[src/rtl/mem_interface.sv]
// Memory-access sequencer: turns CPU read/write requests into a wait-state
// handshake with word-addressed memory, bounded by a timeout.
module mem_interface #(
    parameter int unsigned REG_SIZE  = 32,
    parameter int unsigned ADDR_BITS = 9,
    parameter int unsigned TIMEOUT   = 15
) (
    input  logic                 clk,
    input  logic                 reset_n,
    input  logic                 rd_req,
    input  logic                 wr_req,
    input  logic [REG_SIZE-1:0]  addr,
    input  logic [REG_SIZE-1:0]  wr_data,
    output logic                 busy,
    output logic                 done,
    output logic                 err,
    output logic [ADDR_BITS-1:0] mem_addr,
    output logic [REG_SIZE-1:0]  mem_wdata,
    output logic                 mem_read,
    output logic                 mem_write,
    input  logic [REG_SIZE-1:0]  mem_rdata,
    input  logic                 mem_ready,
    output logic [REG_SIZE-1:0]  m_data_in,
    output logic                 mdr_in,
    output logic                 md_mux_select
);

    typedef enum logic [2:0] {
        S_IDLE,
        S_RD_WAIT,
        S_WR_WAIT,
        S_DONE,
        S_ERR
    } state_t;

    localparam logic [7:0] LP_CNT_LAST = 8'(TIMEOUT - 1);

    state_t                r_state, w_next_state;
    logic [7:0]            r_cnt, w_cnt_next;
    logic                  r_rd_txn, w_rd_txn_next;
    logic [ADDR_BITS-1:0]  r_mem_addr, w_mem_addr_next;
    logic [REG_SIZE-1:0]   r_mem_wdata, w_mem_wdata_next;
    logic [REG_SIZE-1:0]   r_m_data_in, w_m_data_in_next;
    logic                  r_mem_read, w_mem_read_next;
    logic                  r_mem_write, w_mem_write_next;
    logic                  r_busy, w_busy_next;
    logic                  r_done, w_done_next;
    logic                  r_err, w_err_next;
    logic                  r_mdr, w_mdr_next;
    logic                  w_unused_addr_hi;

    assign w_unused_addr_hi = ^addr[REG_SIZE-1:ADDR_BITS];

    always_ff @(posedge clk or negedge reset_n) begin
        if (!reset_n) begin
            r_state     <= S_IDLE;
            r_cnt       <= '0;
            r_rd_txn    <= 1'b0;
            r_mem_addr  <= '0;
            r_mem_wdata <= '0;
            r_m_data_in <= '0;
            r_mem_read  <= 1'b0;
            r_mem_write <= 1'b0;
            r_busy      <= 1'b0;
            r_done      <= 1'b0;
            r_err       <= 1'b0;
            r_mdr       <= 1'b0;
        end else begin
            r_state     <= w_next_state;
            r_cnt       <= w_cnt_next;
            r_rd_txn    <= w_rd_txn_next;
            r_mem_addr  <= w_mem_addr_next;
            r_mem_wdata <= w_mem_wdata_next;
            r_m_data_in <= w_m_data_in_next;
            r_mem_read  <= w_mem_read_next;
            r_mem_write <= w_mem_write_next;
            r_busy      <= w_busy_next;
            r_done      <= w_done_next;
            r_err       <= w_err_next;
            r_mdr       <= w_mdr_next;
        end
    end

    always_comb begin
        w_next_state     = r_state;
        w_cnt_next       = r_cnt;
        w_rd_txn_next    = r_rd_txn;
        w_mem_addr_next  = r_mem_addr;
        w_mem_wdata_next = r_mem_wdata;
        w_m_data_in_next = r_m_data_in;
        w_mem_read_next  = r_mem_read;
        w_mem_write_next = r_mem_write;
        w_done_next      = 1'b0;
        w_err_next       = 1'b0;
        w_mdr_next       = 1'b0;

        case (r_state)
            S_IDLE: begin
                // Read has priority; a simultaneous write is dropped.
                if (rd_req) begin
                    w_next_state    = S_RD_WAIT;
                    w_mem_addr_next = addr[ADDR_BITS-1:0];
                    w_mem_read_next = 1'b1;
                    w_cnt_next      = '0;
                    w_rd_txn_next   = 1'b1;
                end else if (wr_req) begin
                    w_next_state     = S_WR_WAIT;
                    w_mem_addr_next  = addr[ADDR_BITS-1:0];
                    w_mem_wdata_next = wr_data;
                    w_mem_write_next = 1'b1;
                    w_cnt_next       = '0;
                    w_rd_txn_next    = 1'b0;
                end
            end
            S_RD_WAIT: begin
                if (mem_ready) begin
                    w_m_data_in_next = mem_rdata;
                    w_mem_read_next  = 1'b0;
                    w_next_state     = S_DONE;
                end else if (r_cnt == LP_CNT_LAST) begin
                    w_mem_read_next = 1'b0;
                    w_next_state    = S_ERR;
                end else begin
                    w_cnt_next = r_cnt + 8'd1;
                end
            end
            S_WR_WAIT: begin
                if (mem_ready) begin
                    w_mem_write_next = 1'b0;
                    w_next_state     = S_DONE;
                end else if (r_cnt == LP_CNT_LAST) begin
                    w_mem_write_next = 1'b0;
                    w_next_state     = S_ERR;
                end else begin
                    w_cnt_next = r_cnt + 8'd1;
                end
            end
            S_DONE: begin
                w_done_next  = 1'b1;
                w_mdr_next   = r_rd_txn;
                w_next_state = S_IDLE;
            end
            S_ERR: begin
                w_done_next  = 1'b1;
                w_err_next   = 1'b1;
                w_next_state = S_IDLE;
            end
            default: w_next_state = S_IDLE;
        endcase

        // Busy stays up through the registered done/err pulse cycle.
        w_busy_next = (w_next_state != S_IDLE) || (r_state == S_DONE) || (r_state == S_ERR);
    end

    assign busy          = r_busy;
    assign done          = r_done;
    assign err           = r_err;
    assign mem_addr      = r_mem_addr;
    assign mem_wdata     = r_mem_wdata;
    assign mem_read      = r_mem_read;
    assign mem_write     = r_mem_write;
    assign m_data_in     = r_m_data_in;
    assign mdr_in        = r_mdr;
    assign md_mux_select = r_mdr;

endmodule

[config.mk]
export PLATFORM = sky130hd
export DESIGN_NAME = mem_interface
export DESIGN_NICKNAME = d
export VERILOG_FILES = /design/src/rtl/mem_interface.sv
export SDC_FILE = /design/constraint.sdc
export NUM_CORES = 1
export LEC_CHECK = 0
export ABC_AREA = 1
export CORE_MARGIN = 1.5
export CORE_UTILIZATION = 40
export DETAILED_ROUTE_END_ITERATION = 12
export DONT_BUFFER_PORTS = 1
export SYNTH_ARGS = -nofsm -noshare
export SYNTH_HDL_FRONTEND = slang
export SYNTH_SLANG_ARGS = --single-unit
[constraint.sdc]
create_clock -name clk -period 1.6 [get_ports clk]
set_input_delay 0.32 -clock clk [delete_from_list [all_inputs] [get_ports clk]]
set_output_delay 0.32 -clock clk [all_outputs]
set_load 0.005 [all_outputs]
# == After elaboration in Yosys (flattened, before gate mapping) ==
# Cells that the tools add are included.
# Widths: inputs -> output; s select.
# word_totals
ff_bits,91
inputBits,101
output_inout_bits,80
elab_cells,67
# op_classes
n_addsub,1
n_eq_ne,13
mux,24
bitwise_logic,1
reduce_logical,16
# op_table
operator,count
$mux 8,4
$mux 9,2
$pmux 8 s2,1
$mux 3,4
$mux 1,10
$ne 2x2->1 const B,5
$ne 3x3->1 const B,3
$add 8x1->8 const B,1
$eq 8x4->1 const B,1
$reduce_and 4->1,2
$reduce_bool 2->1,4
$eq 3x2->1 const B,2
$pmux 3 s2,1
$reduce_and 3->1,2
$pmux 1 s2,2
$reduce_and 2->1,2
$reduce_or 2->1,2
$eq 3x1->1 const B,1
$eq 3x3->1 const B,1
$logic_not 3->1,1
$reduce_bool 3->1,1
$logic_or 1x1->1,2
$not 1->1,1

# == Longest topological paths before layout ==
# logic_depth
depth_word,7
ltp_mapped,9
ltp_nobuf,8

# == Least setup slack after synthesis ==
# Ideal clock, no wire load.
# synth_path
path_type,register -> register
start,register r_cnt[0]
end,register r_cnt[5]
setup_time_ps,74
arrival_ps,1240
required_ps,1526
path_slack_ps,286
stages_incl_launch_ff,10
n_path_buf,1
synth_period_minus_slack_ps,1314
cell_sequence,dfrtp_1 inv_1 ha_1 nand3_2 nor2_4 nand2_2 nand3_4 buf_6 nand2_2 o21ai_2
# synth_between
elab_chain_cells,4
elab_cells_between_ends,7
cone_classes,add/sub (1); eq/ne (2); mux (3); reduce/logical (1)
# synth_rtl
item,line,rtl
start: declaration,39,"logic [7:0] r_cnt, w_cnt_next;"
start signal: assignment,70,r_cnt <= w_cnt_next;
$add 8x1->8,"124, 135",
$mux 8,"120, 131",
$mux 8,128,if (mem_ready) begin
$pmux 8 s2,97,case (r_state)
# Parallel ways exist; a longest one is shown, timed or not. The select of a mux whose other input is x is not followed.
# A chain may end at the register's enable or synchronous reset.

# == Worst setup path after layout ==
# layout_path
start,register r_state[2]
end,register r_cnt[4]
# layout_between
elab_chain_cells,4
elab_cells_between_ends,10
cone_classes,eq/ne (5); mux (1); reduce/logical (4)
# layout_rtl
item,line,rtl
start: declaration,38,"state_t r_state, w_next_state;"
start signal: assignment,69,r_state <= w_next_state;
$eq 3x2->1 or $eq 3x1->1 (tied branches),97,
$reduce_or 2->1 (no source line),--,
$ne 2x2->1 (no source line) or $reduce_bool 2->1 (tied branches),--,
$reduce_and 4->1 (no source line),--,
# Parallel ways exist; a longest one is shown, timed or not.

==> results.md <==
- IO buf count: 0
- # H-tree levels: 3
- R2R Path Start: r_state[2]$_DFF_PN0_
- Io pins: roughly 180
- Layout cells sized above 1: between 20% and 30%
- GP Congestion: between 0.8 and 0.9
- # clock sinks: 91
- Switch Pwr: ~2.8 mW
- Syn Inst Count: 366
- Crit-path max FO: 16
- Die Wd: 103 µm
- Switching share of power: 34.4%
- Arr. time, crit path: around 1.7 ns
- RSZ-0062 raised after global routing: no
- CTS tree: built
- Power Dens Cells: around 1900 mW/mm²
- Gr usage total: between 10 and 15%
- Crit path max-delay family: simple AND/OR/NAND/NOR gates
- WP buf/inv: 1
- Routed WL per cell: approximately 14 µm
- Critical path type: reg2reg
- Critical path destination: r_cnt[4]$_DFFE_PN0P_
- Detailed Route Iter0 Violations: 98
- #FFs+latches synth: 91
- Most frequent cell after synthesis: nand2_1
- Count of TritonRoute iterations in the first routing pass: 4
- Detail Route Antenna Nets: 0
- Status: finished, violations left
- Core ar.: about 0.0097 mm²
- Top cells by count, synth: nand2_1, dfrtp_1, inv_1
- Post-synth EDFFs: 0
- Setup violators final: 0
- Initial Util: between 40% and 50%
- Clock latency on the worst-skew pair: between 0.3 and 0.4 ns
- Tightest Pin Transition: ~0.3 ns
- Clk root buf: clkbuf_8
- Post-synth ARST share: between 90% and 100%
- Fillers: 933
- Top cells by area, synth: dfrtp_1, mux2_4, nand2_1, inv_1, o21ai_2
- Clock share of power: 19.4%
- Die Ht: 103 µm
- Syn_area_per_cell: between 10 and 15 µm²
- CP required: between 1.5 and 2 ns
- Final setup TNS: 0 ns
- Routed via count: ~2400
- Final Hold Vio Count: 91
- Power Total: just over 8 mW
- Worst Setup SP: r_state[2]$_DFF_PN0_
- Diodes inserted: 0
- Comb pwr share: between 20% and 30%
- Rows: 36
- Vias/cell: about 4.7
- Flop pwr share: roughly 52%
- Relative slew slack: about four fifths
- Failing checks: hold timing
- First-pass GRT wire length: about 11000 µm
- Worst Reg2Reg Path Length in Cells: 6
- CTS clk-pin slew, worst paths: 0.10 ns
- Clock Skews: ~0.016 ns
- Net count, final: between 400 and 500
- Syn Std Cell Area: roughly 0.0040 mm²
- Detail Placement HPWL: 5060 µm
- Max-Cap Viols: 0
- Vias in the first global route: ~2400
- Area leader, netlist: dfrtp_1
- Multi-input logic area: about 0.0014 mm²
- Post-synth cell types: 25
- Register area share after synthesis: 57.4%
- Top FF cell, synth: dfrtp_1
- Synth warn: 0
- Worst vdd ir: slightly below 0.7 mV
- Largest net degree at the start of global routing: 92
- Mapped Nets: 469
- Clk buf depth: 2
- RR Endpoint: r_cnt[4]$_DFFE_PN0P_
- Highest Clock Rate: about 700 MHz
- Reg area: around 0.0023 mm²
- Die area: ~0.011 mm²
- Pins Over Slew Limit: 0
- CP Depth: 6
- CP cell instances: inv_1 > nand2_1 > a21oi_1 > nand3_4 > nand2_1 > o21ai_2
- Min-delay worst type: in2async
- Initial antenna violation count: 0
- Internal cell power: roughly 5.3 mW
- Grt total ovfl: 0
- Crit. End Element: flip-flop
- Startpoint types: flip-flop
- TritonCTS Buffers: 9
- Lkg Pwr: roughly 2.2 nW
- DRC: 0
- CP most frequent cell: nand2_1
- Minimum clock period: about 1.4 ns
- Layout overhead on the synthesized area: 7.41%
- Worst R2R Setup Slack: 0.17 ns
- Period utilization: roughly 90%
- Routed WL: between 7000 and 8000 µm
- CP max stage delay: around 0.43 ns
- Slowest CP cell: dfrtp_1
- Setup bufs post-CTS: 0
- Top-area cell type share of the netlist area: a little under three fifths
- Fin Hold WS: -0.358 ns
[metal layers]
metal	GRT usage (%)	routed length (µm)	vias to the layer above
met3	4.47	590	10
li1	-	-	1148
met4	7.80	149	0
met5	0	0	-
met1	15.8	3030	1131
met2	23.1	3540	91
[power groups by stage]
stage	clock network (mW)	logic (mW)	registers (mW)
after detailed placement	0	2.32	4.33
after global routing	1.74	2.60	4.41
after floorplan	0	2.09	4.05
final	1.57	2.30	4.26
after CTS	1.63	2.34	4.28
after global placement	0	2.25	4.30
[logic make-up (layout without fill, tap and decap cells)]
kind of cell             after synthesis  in the layout  share of synthesized area (%)
AO/OA/AOI/OAI                         46             46                           7.56
adder cells (fa/ha/maj)                2              2                          0.630
buffers and inverters                 64             70                           7.94
AND/OR/NAND/NOR                      128            128                           13.9
flip-flops                            91             91                           57.4
XOR/XNOR                               3              3                          0.662
multiplexers                          32             32                           11.9
[area by class of cell]
| class | instances | area share, % |
|---|---|---|
| sequential | 91 | 53.4 |
| multi-input combinational | 211 | 32.3 |
| inverter | 50 | 4.40 |
| tap | 133 | 3.90 |
| clock buffer | 10 | 2.99 |
| clock inverter | 6 | 1.70 |
| timing repair buffer | 4 | 1.29 |
[registers in the layout, summed over array words and instances (netlist names), 3 cells and up]
signal	flops
m_data_in	32
mem_addr	9
r_state	3
r_cnt	8
mem_wdata	32
[what timing repair did]
item / CTS / global route
setup endpoints to repair: 0 / 1
resized for setup: 0 / 1
hold endpoints to repair: 91 / 91
[per-stage QoR]
step           cells  instance area, µm²  worst slack (ns)  utilization, %
3_5_place_dp     489                4060             0.175            42.0
5_1_grt          505                4260            0.0391            44.0
3_3_place_gp     489                4060             0.208            42.0
4_1_cts          505                4260             0.152            44.0
2_1_floorplan    366                3970             0.286               -
6_report         505                4260             0.165            44.0
[cells in the final DEF, fill, tap and decap left out]
master / instances
a21oi_1: 2
buf_12: 2
o21ai_1: 21
dfrtp_1: 91
clkinvlp_4: 1
o211ai_1: 1
mux2_4: 30
ha_1: 2
nor2_1: 13
nand3_1: 10
o21ai_2: 18
bufinv_16: 1
o21ai_0: 4
nor2_4: 2
inv_1: 47
nand3_4: 1
clkinv_1: 1
clkinv_4: 2
mux2_2: 2
clkbuf_1: 1
and3b_1: 1
nand3_2: 3
buf_4: 2
inv_2: 2
nand2_2: 3
inv_6: 2
clkbuf_8: 9
xor2_1: 3
nand2_1: 95
[worst min-delay path by stage]
stage	cells after the start	end	slack (ns)	startpoint
floorplan	0	busy$_DFF_PN0_	0.02	reset_n
global route	0	m_data_in[23]$_DFFE_PN0P_	-0.39	reset_n
global placement	0	m_data_in[23]$_DFFE_PN0P_	0.03	reset_n
finish	0	m_data_in[23]$_DFFE_PN0P_	-0.36	reset_n
CTS	0	done$_DFF_PN0_	-0.38	reset_n
detailed placement	0	m_data_in[23]$_DFFE_PN0P_	0.03	reset_n
Power figures use the tool's default switching activity.
